$ cat src/rtl/alsu_pkg.sv
// rtl/alsu_pkg.sv - shared ALSU command types, opcodes and the invalid-command predicate
package alsu_pkg;

    typedef struct packed {
        logic [2:0]        rpt;
        logic [2:0]        opcode;
        logic signed [2:0] A;
        logic signed [2:0] B;
        logic              cin;
        logic              serial_in;
        logic              red_op_A;
        logic              red_op_B;
        logic              bypass_A;
        logic              bypass_B;
        logic              direction;
    } alsu_cmd_t;

    // Pin-side view of a command: everything except the repeat count.
    typedef struct packed {
        logic [2:0]        opcode;
        logic signed [2:0] A;
        logic signed [2:0] B;
        logic              cin;
        logic              serial_in;
        logic              red_op_A;
        logic              red_op_B;
        logic              bypass_A;
        logic              bypass_B;
        logic              direction;
    } alsu_pins_t;

    localparam logic [2:0] OP_OR    = 3'd0;
    localparam logic [2:0] OP_XOR   = 3'd1;
    localparam logic [2:0] OP_ADD   = 3'd2;
    localparam logic [2:0] OP_MUL   = 3'd3;
    localparam logic [2:0] OP_SHIFT = 3'd4;
    localparam logic [2:0] OP_ROT   = 3'd5;

    function automatic logic is_invalid(input alsu_cmd_t c);
        return !c.bypass_A && !c.bypass_B &&
               (((c.red_op_A | c.red_op_B) && (c.opcode[1] | c.opcode[2])) ||
                (c.opcode[2:1] == 2'b11));
    endfunction

    function automatic logic is_chained(input logic [2:0] op);
        return (op == OP_SHIFT) || (op == OP_ROT);
    endfunction

    function automatic alsu_pins_t to_pins(input alsu_cmd_t c);
        return alsu_pins_t'(c[$bits(alsu_pins_t)-1:0]);
    endfunction

endpackage

$ cat src/rtl/alsu_cmd_issuer_if.sv
// rtl/alsu_cmd_issuer_if.sv - upstream command valid/ready channel into the issuer
interface alsu_cmd_issuer_if;
    import alsu_pkg::*;

    logic      cmd_valid;
    logic      cmd_ready;
    alsu_cmd_t cmd;

    modport master (output cmd_valid, output cmd, input cmd_ready);
    modport slave  (input cmd_valid, input cmd, output cmd_ready);
endinterface

$ cat src/rtl/alsu_cmd_fifo.sv
// rtl/alsu_cmd_fifo.sv - synchronous command FIFO, power-of-two depth, async active-low reset
module alsu_cmd_fifo #(
    parameter  int DEPTH = 4,
    parameter  int W     = 19,
    localparam int AW    = $clog2(DEPTH),
    localparam int LW    = AW + 1
) (
    input  logic          clk,
    input  logic          rst,
    input  logic          push,
    input  logic [W-1:0]  din,
    input  logic          pop,
    output logic [W-1:0]  dout,
    output logic          full,
    output logic          empty,
    output logic [LW-1:0] level
);

    logic [W-1:0]  mem [DEPTH];
    logic [AW-1:0] wr_ptr;
    logic [AW-1:0] rd_ptr;
    logic [LW-1:0] count;
    logic          do_push;
    logic          do_pop;

    assign full    = (count == LW'(DEPTH));
    assign empty   = (count == '0);
    assign level   = count;
    assign dout    = mem[rd_ptr];
    // No write-through when full: a same-cycle pop does not make room.
    assign do_push = push && !full;
    assign do_pop  = pop && !empty;

    always_ff @(posedge clk or negedge rst) begin
        if (!rst) begin
            wr_ptr <= '0;
            rd_ptr <= '0;
            count  <= '0;
        end else begin
            if (do_push) wr_ptr <= wr_ptr + AW'(1);
            if (do_pop)  rd_ptr <= rd_ptr + AW'(1);
            case ({do_push, do_pop})
                2'b10:   count <= count + LW'(1);
                2'b01:   count <= count - LW'(1);
                default: count <= count;
            endcase
        end
    end

    always_ff @(posedge clk) begin
        if (do_push) mem[wr_ptr] <= din;
    end

endmodule

$ cat src/rtl/alsu_cmd_issuer.sv
// rtl/alsu_cmd_issuer.sv - buffers ALSU commands and replays them onto the ALSU pins (repeat for shift/rotate)
// Optional ALSU_CMD_PRECHECK_EN: drop invalid command words at push and count them in drop_cnt.
module alsu_cmd_issuer
    import alsu_pkg::*;
#(
    parameter  int DEPTH = 4,
    localparam int LW    = $clog2(DEPTH) + 1
) (
    input  logic                clk,
    input  logic                rst,
    alsu_cmd_issuer_if.slave    cmd_if,
    output logic signed [2:0]   A,
    output logic signed [2:0]   B,
    output logic [2:0]          opcode,
    output logic                cin,
    output logic                serial_in,
    output logic                red_op_A,
    output logic                red_op_B,
    output logic                bypass_A,
    output logic                bypass_B,
    output logic                direction,
    output logic                busy,
    output logic [LW-1:0]       level,
    output logic [7:0]          drop_cnt
);

    typedef enum logic {IDLE, ACTIVE} state_t;

    state_t     state, state_n;
    logic [2:0] rem, rem_n;
    alsu_pins_t pins_q, pins_n;

    logic                       fifo_full;
    logic                       fifo_empty;
    logic                       fifo_push;
    logic                       fifo_pop;
    logic [$bits(alsu_cmd_t)-1:0] fifo_dout;
    alsu_cmd_t                  head;
    logic                       accept;

    assign cmd_if.cmd_ready = rst && !fifo_full;
    assign accept           = cmd_if.cmd_valid && cmd_if.cmd_ready;
    assign head             = alsu_cmd_t'(fifo_dout);

`ifdef ALSU_CMD_PRECHECK_EN
    logic reject;

    assign reject    = is_invalid(cmd_if.cmd);
    assign fifo_push = accept && !reject;

    always_ff @(posedge clk or negedge rst) begin
        if (!rst) begin
            drop_cnt <= 8'd0;
        end else if (accept && reject && (drop_cnt != 8'hFF)) begin
            drop_cnt <= drop_cnt + 8'd1;
        end
    end
`else
    assign fifo_push = accept;
    assign drop_cnt  = 8'd0;
`endif

    alsu_cmd_fifo #(
        .DEPTH (DEPTH),
        .W     ($bits(alsu_cmd_t))
    ) u_fifo (
        .clk   (clk),
        .rst   (rst),
        .push  (fifo_push),
        .din   (cmd_if.cmd),
        .pop   (fifo_pop),
        .dout  (fifo_dout),
        .full  (fifo_full),
        .empty (fifo_empty),
        .level (level)
    );

    always_ff @(posedge clk or negedge rst) begin
        if (!rst) begin
            state  <= IDLE;
            rem    <= 3'd0;
            pins_q <= '0;
        end else begin
            state  <= state_n;
            rem    <= rem_n;
            pins_q <= pins_n;
        end
    end

    // The next head is popped on the last replay cycle, so chained commands have no bubble.
    always_comb begin
        state_n  = state;
        rem_n    = rem;
        pins_n   = pins_q;
        fifo_pop = 1'b0;
        if ((state == ACTIVE) && (rem != 3'd0)) begin
            rem_n = rem - 3'd1;
        end else if (!fifo_empty) begin
            fifo_pop = 1'b1;
            pins_n   = to_pins(head);
            rem_n    = is_chained(head.opcode) ? head.rpt : 3'd0;
            state_n  = ACTIVE;
        end else begin
            pins_n  = '0;
            rem_n   = 3'd0;
            state_n = IDLE;
        end
    end

    assign opcode    = pins_q.opcode;
    assign A         = pins_q.A;
    assign B         = pins_q.B;
    assign cin       = pins_q.cin;
    assign serial_in = pins_q.serial_in;
    assign red_op_A  = pins_q.red_op_A;
    assign red_op_B  = pins_q.red_op_B;
    assign bypass_A  = pins_q.bypass_A;
    assign bypass_B  = pins_q.bypass_B;
    assign direction = pins_q.direction;
    assign busy      = (state == ACTIVE);

endmodule

$ cat src/flat_wrapper.sv
// flat-port wrapper written by rule: the top's interface ports become plain ports
module alsu_cmd_issuer_flat import alsu_pkg::*;
#(
    parameter  int DEPTH = 4,
    localparam int LW    = $clog2(DEPTH) + 1
)
  (clk, rst, A, B, opcode, cin, serial_in, red_op_A, red_op_B, bypass_A, bypass_B, direction, busy, level, drop_cnt, cmd_if_cmd_valid, cmd_if_cmd, cmd_if_cmd_ready);
  alsu_cmd_issuer_if cmd_if_i ();
  input  logic clk;
  input  logic rst;
  output logic signed [2:0] A;
  output logic signed [2:0] B;
  output logic [2:0] opcode;
  output logic cin;
  output logic serial_in;
  output logic red_op_A;
  output logic red_op_B;
  output logic bypass_A;
  output logic bypass_B;
  output logic direction;
  output logic busy;
  output logic [LW-1:0] level;
  output logic [7:0] drop_cnt;
  input wire logic [$bits(cmd_if_i.cmd_valid)-1:0] cmd_if_cmd_valid;
  input wire logic [$bits(cmd_if_i.cmd)-1:0] cmd_if_cmd;
  output wire logic [$bits(cmd_if_i.cmd_ready)-1:0] cmd_if_cmd_ready;
  assign cmd_if_i.cmd_valid = cmd_if_cmd_valid;
  assign cmd_if_i.cmd = cmd_if_cmd;
  assign cmd_if_cmd_ready = cmd_if_i.cmd_ready;
  alsu_cmd_issuer #(.DEPTH(DEPTH)) u_core (.clk(clk), .rst(rst), .cmd_if(cmd_if_i), .A(A), .B(B), .opcode(opcode), .cin(cin), .serial_in(serial_in), .red_op_A(red_op_A), .red_op_B(red_op_B), .bypass_A(bypass_A), .bypass_B(bypass_B), .direction(direction), .busy(busy), .level(level), .drop_cnt(drop_cnt));
endmodule
$ cat config.mk
export PLATFORM = sky130hd
export DESIGN_NAME = alsu_cmd_issuer_flat
export DESIGN_NICKNAME = d
export VERILOG_FILES = /design/src/rtl/alsu_pkg.sv /design/src/rtl/alsu_cmd_issuer_if.sv /design/src/rtl/alsu_cmd_fifo.sv /design/src/rtl/alsu_cmd_issuer.sv /design/src/flat_wrapper.sv
export SDC_FILE = /design/constraint.sdc
export NUM_CORES = 1
export LEC_CHECK = 0
export ABC_CLOCK_PERIOD_IN_PS = 2150
export BUFFER_PORTS_ARGS = -buffer_cell sky130_fd_sc_hd__buf_2
export CORE_MARGIN = 1
export CORE_UTILIZATION = 51
export DETAILED_ROUTE_END_ITERATION = 6
export MAX_ROUTING_LAYER = met4
export PLACE_DENSITY = 0.8
export REMOVE_ABC_BUFFERS = 1
export SYNTH_ARGS = -nofsm -noshare
export SYNTH_HDL_FRONTEND = slang
export SYNTH_SLANG_ARGS = --single-unit
$ cat constraint.sdc
create_clock -name clk -period 2.15 [get_ports clk]
set_input_delay 0.215 -clock clk [delete_from_list [all_inputs] [get_ports clk]]
set_output_delay 0.215 -clock clk [all_outputs]
set_load 0.02 [all_outputs]
==> reports/qor.yml, run 1 <==
holdPathEnd: "u_core.u_fifo.mem[2][15]"
slowest_delay_ns: 0.39
via_per_inst: 5.39
place_hpwl_um: 4130
port_buffers: 42
mappedNetlistArea_um2: 3990
firstDrtPassIters: 4
antenna_left: 0
hold_viol: 0
clk-insertion-delay-late_ns: 0.35
ff2ff_setup_slack_ns: 0.15
die_y_um: 90.4
cts_made_buffers: 9
worstMarginPinSlew_ns: 0.545
grt.met3_usage: 0.0513
max_slew_margin: 0.637
gp_congestion: 0.718
r2r-end: "u_core.u_fifo.level[2]"
clock.fmax_mhz: 500
finClkSkew_ns: 0.0145
clk_path_buf_depth: 2
cap_violations: 0
yosysSeqAreaShare: 0.742
cp_cell_sequence: "inv_1 > ha_1 > ha_1 > nor2b_1 > nor2_2 > ha_1 > inv_1 > fa_1 > xor2_1 > nor2_1 > xnor2_1"
timing.rr.start: "u_core.rem[0]"
drcViolationCount: 0
fill_cells: 546
grt_overflow: 0
cts_sinks: 103
cts_tree: "done"
fin_crit_ns: 2.00
busiest_layer: "met2"
drv_slew: 0
worst_setup_path_start_kind: "register"
cts-root-buf: "clkbuf_8"
cpMaxStageDelayCell: "dfrtp_1"
finalNetCount: 290
yosys_warnings: 0
initial_core_util: 0.538
worst_slack_ns: 0.150
die-area_um2: 8180
outcome: "finished, final reports clean"
use_met2: 0.299
ys_types: 29
place_ws_ns: 0.156
worst-setup-path-type: "register to register"
met1_usage: 0.221
worst_setup_path_end_kind: "register"
first_global_vias: 2025
cts-htree-levels: 3
p_total_uw: 5930
hold_depth: 1
grt_start_max_net_pins: 29
ios: 51
cp_common_cell: "ha_1"
setup_viol: 0
p_leak_uw: 0.00175
grt_antenna_before_repair: 0
hold_start: "cmd_if_cmd[15]"
power.density_nw_per_um2: 1310
rsz0062_at_grt: "false"
cts_setup_buffers: 0
die_w_um: 90.4
ys_seq_elements: 103
drt_iter0_drc: 99
rows: 31
grt_pass1_wl_um: 10400
synth_area_per_cell_um2: 19.7
core_area_um2: 7410
grtUsageTotal: 0.180
ff2ff_path_depth: 11
vias: 1962
ir_worst_vdd_mv: 0.699
hold_path.class: "primary input to register"
clk_pin_slew_worst_paths_ns: 0.10
diodes: 0
cp_num_buf_inv: 2
finalWirelength_um: 6630
wl_per_cell_um: 18.2
crit_required_ns: 2.43
cp_top_family: "adder cells"
drive_above_1_share: 0.321
fin_crit_sh: 0.930
area_growth_pct: 13.4
worstPathMaxFanout: 2
synthCells: 202
worstPathArrival_ns: 2.28
final cells by class:
| class | count | area [um2] | share of cell area |
|---|---|---|---|
| clock buffers | 10 | 128 | 0.0282 |
| clock inverters | 6 | 42.5 | 0.00941 |
| inverters | 13 | 48.8 | 0.0108 |
| multi-input cells | 78 | 911 | 0.201 |
| flip-flops and latches | 103 | 2960 | 0.654 |
| well taps | 99 | 124 | 0.0274 |
| repair buffers | 55 | 310 | 0.0686 |
worst register-to-register path: stages (launching register included):
cell and delay (ns):
dfrtp_1 0.39, inv_1 0.06, ha_1 0.14, ha_1 0.15
nor2b_1 0.06, nor2_2 0.13, ha_1 0.19, inv_1 0.06
fa_1 0.37, xor2_1 0.15, nor2_1 0.11, xnor2_1 0.12
worst max-delay path by stage:
stage                        from                      to  cells past startpoint
finish              u_core.rem[0]  u_core.u_fifo.level[2]                     11
CTS                 u_core.rem[0]  u_core.u_fifo.level[2]                     11
global route        u_core.rem[0]  u_core.u_fifo.level[2]                     11
global placement    u_core.rem[0]  u_core.u_fifo.level[2]                     11
floorplan           u_core.rem[0]  u_core.u_fifo.level[2]                     11
detailed placement  u_core.rem[0]  u_core.u_fifo.level[2]                     11
timing repair:
item                      CTS  global route
hold buffers                1             0
gates resized for setup     0             0
hold endpoints to repair   27             0
Yosys cell counts (all sizes together):
cell	number	area share
edfxtp	76	0.57
dfrtp	27	0.17
mux4	19	0.11
a22o	15	0.033
inv	13	0.012
buf	12	0.022
ha	7	0.022
and2	4	0.0063
xnor2	4	0.0088
clkbuf	3	0.0028
nand2	3	0.0028
o32ai	3	0.0066
nand3	2	0.0025
nor2	2	0.0025
xor2	2	0.0044
conb	1	0.00094
fa	1	0.0050
mux2	1	0.0028
mux2i	1	0.0025
nand2b	1	0.0016
nor2b	1	0.0016
nor3	1	0.0013
o311a	1	0.0025
o31a	1	0.0022
or3	1	0.0016
state kept, by name (all words and copies together), names as in the netlist, 2 cells and up:
signal,count
u_core.A,3
u_core.B,3
u_core.opcode,3
u_core.rem,3
u_core.u_fifo.level,3
u_core.u_fifo.mem,76
u_core.u_fifo.rd_ptr,2
u_core.u_fifo.wr_ptr,2
layer usage:
metal / share of wire / vias to the layer above
met4: 0.0027 / 0
met3: 0.045 / 2
met1: 0.44 / 1002
li1: - / 891
met5: 0 / -
met2: 0.51 / 67
per-stage QoR:
stage                     cell area, um2  hold slack (ns)   util  setup TNS (ns)  cells
after CTS                           4520           0.0517  0.610               0    364
after global routing                4520           0.0434  0.610               0    364
after global placement              4340            0.270  0.586               0    347
final                               4520           0.0675  0.610               0    364
after floorplan                     3920          -0.0806      -          -0.946    194
after detailed placement            4340            0.275  0.586               0    347
placed cells by master (no fill, tap or decap), types with 2 or more instances in the layout:
cell type	Yosys	final
nand2_1	3	3
buf_4	8	12
o32ai_1	3	3
dfrtp_1	27	27
and2_1	4	4
a22o_1	15	15
inv_6	0	2
buf_2	3	42
xnor2_1	4	4
edfxtp_1	76	76
xor2_1	2	2
ha_1	7	7
conb_1	1	8
mux4_2	15	15
mux4_1	4	4
clkbuf_8	0	9
nand3_1	2	2
inv_1	13	13
clkinv_2	0	2
where the power goes:
| part | internal, uW | switching, uW |
|---|---|---|
| registers | 2560 | 233 |
| logic | 958 | 1110 |
| clock network | 431 | 637 |
| total | 3950 | 1980 |
logic make-up (layout without fill, tap and decap cells):
logic type | count (synthesis) | count (layout) | share of synthesized area
xor+xnor | 6 | 6 | 0.0132
other cells | 1 | 8 | 0.000940
fa+ha+maj | 8 | 8 | 0.0270
buf+inv | 28 | 84 | 0.0367
compound gates | 20 | 20 | 0.0442
flops | 103 | 103 | 0.742
simple gates | 15 | 15 | 0.0201
mux | 21 | 21 | 0.116
Note: power is estimated with default switching activity, not from simulation.
==> run 2: changes to the inputs <==
--- a/config.mk
+++ b/config.mk
@@ -8,10 +8,11 @@
 export ABC_CLOCK_PERIOD_IN_PS = 2150
 export BUFFER_PORTS_ARGS = -buffer_cell sky130_fd_sc_hd__buf_2
 export CORE_MARGIN = 1
-export CORE_UTILIZATION = 51
+export CORE_UTILIZATION = 54
+export CTS_BUF_LIST = sky130_fd_sc_hd__clkbuf_4 sky130_fd_sc_hd__clkbuf_8
 export DETAILED_ROUTE_END_ITERATION = 6
 export MAX_ROUTING_LAYER = met4
-export PLACE_DENSITY = 0.8
+export PLACE_DENSITY = 0.78
 export REMOVE_ABC_BUFFERS = 1
 export SYNTH_ARGS = -nofsm -noshare
 export SYNTH_HDL_FRONTEND = slang
==> run 2 against run 1 <==
Non-clock buffer count shrank 1; first-iteration DRC count fell by 17%; die area is 5.4% lower; via count down 0.31%; core utilization increased by 3.9 points; final area is 0.30% higher; worst setup slack got worse by 0.0037 ns; sequential power is essentially flat; maximum frequency fell by 0.18%; global-route usage increased by 2.0 points; count of clock-buffer cells in the layout unchanged; critical path depth did not move; critical endpoint unchanged.
==> reports/qor.yml, run 2 (synthesis results as in run 1) <==
clk-insertion-delay-late_ns: 0.36
rows: 30
finalWirelength_um: 6580
clk_pin_slew_worst_paths_ns: 0.10
die-area_um2: 7730
cap_violations: 0
drv_slew: 0
first_global_vias: 1998
die_y_um: 87.9
power.density_nw_per_um2: 1320
grt_start_max_net_pins: 29
worstPathMaxFanout: 2
p_leak_uw: 0.00176
place_hpwl_um: 4110
largest_register_ffs: 76
drive_above_1_share: 0.326
final_cell_area_um2: 4540
grt_pass1_wl_um: 10200
cts-htree-levels: 3
holdPathEnd: "u_core.u_fifo.mem[0][10]"
cts-root-buf: "clkbuf_8"
core_area_um2: 6980
ir_worst_vdd_mv: 0.639
firstDrtPassIters: 4
worst_setup_path_start_kind: "register"
ios: 51
via_per_inst: 5.43
worst-setup-path-type: "register to register"
fin_crit_ns: 2.00
cts_setup_buffers: 0
initial_core_util: 0.571
antenna_left: 0
layout_commonest_cell: "edfxtp_1"
hold_depth: 1
cts_made_buffers: 9
cts_sinks: 103
timing.rr.start: "u_core.rem[0]"
vias: 1956
regMostFlops: "u_core.u_fifo.mem"
worst_setup_path_end_kind: "register"
clk_path_buf_depth: 2
drt_iter0_drc: 82
ff2ff_setup_slack_ns: 0.15
rsz0062_at_grt: "false"
diodes: 0
worstPathArrival_ns: 2.29
grt_overflow: 0
utilization: 0.650
finalNetCount: 289
clock.fmax_mhz: 499
grtUsageTotal: 0.200
wl_per_cell_um: 18.3
fill_cells: 522
grt_antenna_before_repair: 0
setup_viol: 0
r2r-end: "u_core.u_fifo.level[2]"
ff2ff_path_depth: 11
hold_path.class: "primary input to register"
hold_viol: 0
gp_congestion: 0.750
fin_crit_sh: 0.932
cts_tree: "done"
place_area_um2: 4330
die_w_um: 87.9
finClkSkew_ns: 0.0184
hold_start: "cmd_if_cmd[10]"
crit_required_ns: 2.44
multiInputGateArea_um2: 913
outcome: "finished, final reports clean"
port_buffers: 42
area_growth_pct: 13.7
seqCellArea_um2: 2960
drcViolationCount: 0
final_cell_mix: "edfxtp_1, buf_2, dfrtp_1, mux4_2, a22o_1"
==> run 2: layer usage <==
layer  wire length [um]  share of wire  vias up  track usage
li1                   -              -      886            -
met1               2800           0.43     1012        0.246
met2               3470           0.53       52        0.328
met3                230          0.035        6       0.0490
met4                 80          0.012        0       0.0641
met5                  0              0        -            -
==> run 2: where the power goes <==
group / leakage [uW] / switching, uW / internal, uW
Sequential: 0.00102 / 215 / 2560
Clock: 0.000101 / 607 / 548
Combinational: 0.000641 / 1120 / 953
Total: 0.00176 / 1940 / 4060
==> run 2: timing repair <==
item	4_1_cts	5_1_grt
setup endpoints to repair	0	1
hold buffers	1	0
resized for setup	0	1
hold endpoints to repair	27	0
==> run 2: how the worst max path moves through the flow <==
| stage | startpoint | slack (ns) | to | cells past startpoint |
|---|---|---|---|---|
| global placement | u_core.rem[0] | 0.21 | u_core.u_fifo.level[2] | 11 |
| CTS | u_core.rem[0] | 0.14 | u_core.u_fifo.level[2] | 11 |
| finish | u_core.rem[0] | 0.15 | u_core.u_fifo.level[2] | 11 |
| floorplan | u_core.rem[0] | -0.41 | u_core.u_fifo.level[2] | 11 |
| global route | u_core.rem[0] | 0.005 | u_core.u_fifo.level[2] | 11 |
| detailed placement | u_core.rem[0] | 0.16 | u_core.u_fifo.level[2] | 11 |
==> run 2: worst max-delay path: stages, from the launching register on <==
cell	delay [ns]
dfrtp_1	0.39
inv_1	0.06
ha_1	0.13
ha_1	0.15
nor2b_1	0.06
nor2_2	0.13
ha_2	0.19
inv_1	0.05
fa_1	0.38
xor2_1	0.15
nor2_1	0.11
xnor2_1	0.12
==> run 2: final cells by class <==
type	instances	area share
multi-input cells	78	0.201
repair buffers	54	0.0668
flip-flops and latches	103	0.652
well taps	96	0.0265
clock inverters	6	0.0135
clock buffers	10	0.0290
inverters	13	0.0108
==> run 2: stage by stage <==
stage	setup TNS [ns]	total power (uW)	std cells	hold WS (ns)	setup WS [ns]
2_1_floorplan	-0.946	4230	194	-0.0806	-0.412
3_3_place_gp	0	4850	343	0.273	0.211
3_5_place_dp	0	4930	343	0.288	0.165
4_1_cts	0	6080	360	0.0509	0.138
5_1_grt	0	6360	360	0.0502	0.00540
6_report	0	6000	360	0.0715	0.146
==> run 3: changes to the inputs <==
--- a/config.mk
+++ b/config.mk
@@ -16,4 +16,5 @@
 export REMOVE_ABC_BUFFERS = 1
 export SYNTH_ARGS = -nofsm -noshare
 export SYNTH_HDL_FRONTEND = slang
+export SYNTH_HIERARCHICAL = 1
 export SYNTH_SLANG_ARGS = --single-unit
==> run 3 against run 2 <==
The flow now finishes with violations (setup timing); clock power down 9%; area after synthesis increased by 7.0%; non-clock buffer count grew 13.
==> reports/qor.yml, run 3 <==
outcome: "finished, violations left"
violations: "setup timing"
p_leak_uw: 0.00192
worst_slack_ns: -0.00264
ir_worst_vdd_mv: 0.623
drcViolationCount: 0
setup_viol: 1
finalWirelength_um: 7110
hold_start: "cmd_if_cmd[11]"
clk_pin_slew_worst_paths_ns: 0.10
worst_setup_path_end_kind: "register"
synth_area_per_cell_um2: 19.7
core_area_um2: 7690
gp_congestion: 0.733
finClkSkew_ns: 0.0119
synth_ff_type: "edfxtp_1"
cts_sinks: 103
grtUsageTotal: 0.195
yosysTopAreaCellShare: 0.535
fin_crit_ns: 2.15
firstDrtPassIters: 4
place_hpwl_um: 4510
final_cell_mix: "edfxtp_1, buf_2, dfrtp_1, buf_4, mux4_2"
ff2ff_path_depth: 12
holdPathEnd: "u_core/u_fifo/mem[0][11]"
cts-htree-levels: 3
cts_tree: "done"
hold_viol: 0
fill_cells: 563
synthCells: 217
first_global_vias: 2208
drv_slew: 0
cts-root-buf: "clkbuf_8"
ff2ff_setup_slack_ns: -0.003
synth_common_cells: "edfxtp_1, dfrtp_1, mux4_2"
ys_seq_elements: 103
tns_ns: -0.00264
drt_iter0_drc: 147
yosysSeqAreaShare: 0.693
cts_made_buffers: 9
diodes: 0
layout_commonest_cell: "edfxtp_1"
clk_path_buf_depth: 2
r2r-end: "u_core/u_fifo/level[2]"
port_buffers: 42
synth_edf_count: 76
largest_register_ffs: 76
place_ws_ns: -0.0454
grt_overflow: 0
timing.rr.start: "u_core/rem[0]"
synth_top_area_cell: "edfxtp_1"
regMostFlops: "u_core/u_fifo/mem"
die_w_um: 90.9
synth.most_common_cell: "edfxtp_1"
hold_depth: 1
grt_start_max_net_pins: 28
ys_top_cells_by_area: "edfxtp_1, dfrtp_1, mux4_2, mux2_4, ha_1"
crit_required_ns: 2.44
max_slew_margin: 0.643
fin_crit_sh: 1.00
hold_path.class: "primary input to register"
power.density_nw_per_um2: 1390
rows: 32
worst_setup_path_start_kind: "register"
worstPathArrival_ns: 2.44
die-area_um2: 8270
die_y_um: 90.9
yosys_warnings: 6
area_growth_pct: 15.4
clock.fmax_mhz: 465
worstPathMaxFanout: 2
worst-setup-path-type: "register to register"
vias: 2048
rsz0062_at_grt: "true"
finalNetCount: 317
grt_pass1_wl_um: 11300
grt_antenna_before_repair: 0
antenna_left: 0
initial_core_util: 0.555
ios: 51
cap_violations: 0
worstMarginPinSlew_ns: 0.536
clk-insertion-delay-late_ns: 0.36
synthArstFlopShare: 0.262
wl_per_cell_um: 18.1
via_per_inst: 5.21
ys_types: 28
drive_above_1_share: 0.474
mappedNetlistArea_um2: 4270
-- run 3: changes by cell type after synthesis, sizes merged, moves of 4 or more --
cell   change
a22o      -15
and2b     +10
inv        -4
mux2      +16
nor2b      +8
nor3b      +5
-- run 3: final cells by class --
class	count	area (um2)	share of cell area
clock buffers	10	131	0.0267
clock inverters	5	35.0	0.00711
inverters	9	33.8	0.00686
multi-input cells	97	1230	0.249
flip-flops and latches	103	2960	0.601
well taps	102	128	0.0259
repair buffers	67	413	0.0838
-- run 3: worst max-delay path: stages, from the launching register on --
cell      delay (ns)
dfrtp_1         0.40
inv_2           0.07
ha_4            0.13
ha_4            0.12
nand2b_4        0.11
and2b_1         0.12
o31a_2          0.17
ha_4            0.14
inv_2           0.04
fa_2            0.37
xor2_1          0.14
nor2_1          0.11
xor2_1          0.15
-- run 3: timing repair --
| item | 4_1_cts | 5_1_grt |
|---|---|---|
| resized for setup | 4 | 7 |
| endpoints found under the setup margin | 1 | 1 |
| hold buffers | 1 | 0 |
| setup buffers | 1 | 4 |
| cloned | 0 | 0 |
| pin swaps | 2 | 7 |
| endpoints found under the hold margin | 27 | 0 |
-- run 3: worst max-delay path by stage --
| stage | startpoint | endpoint | slack, ns |
|---|---|---|---|
| final | u_core/rem[0] | u_core/u_fifo/level[2] | -0.003 |
| after global routing | u_core/rem[1] | u_core/u_fifo/level[2] | -0.08 |
| after CTS | u_core/rem[0] | u_core/u_fifo/level[2] | 0.003 |
| after detailed placement | u_core/rem[0] | u_core/u_fifo/level[2] | -0.05 |
| after global placement | u_core/rem[0] | u_core/u_fifo/level[2] | 0.04 |
| after floorplan | u_core/u_fifo/level[0] | u_core/u_fifo/level[2] | -0.69 |
-- run 3: routing by layer --
metal  part of all wire  track usage
met3              0.028       0.0362
met4              0.014       0.0675
met5                  0            -
met1               0.44        0.245
met2               0.52        0.321
-- run 3: kinds of logic (layout without fill, tap and decap cells) --
kind of cell	count (synthesis)	count (layout)	share of synthesized area
buffers and inverters	24	91	0.0366
other	1	8	0.000878
AOI/OAI and AO/OA	4	4	0.00850
adders and majority gates	8	8	0.0252
muxes	37	37	0.161
xor gates and xnor gates	6	6	0.0123
and+or+nand+nor	34	34	0.0621
DFF	103	103	0.693
-- run 3: where the power goes --
group / leakage (uW) / internal [uW] / switching, uW
Combinational: 0.000823 / 1620 / 1410
Clock: 0.0000859 / 430 / 623
Sequential: 0.00101 / 2580 / 186
-- run 3: through the flow --
step / instance area, um2 / total power (uW) / hold WS (ns) / cells / util
floorplan: 4170 / 4810 / -0.0806 / 209 / -
global placement: 4670 / 5580 / 0.255 / 372 / 0.608
detailed placement: 4670 / 5680 / 0.269 / 372 / 0.608
CTS: 4870 / 6790 / 0.0534 / 389 / 0.634
global route: 4920 / 7240 / 0.0543 / 393 / 0.641
finish: 4920 / 6850 / 0.0694 / 393 / 0.641
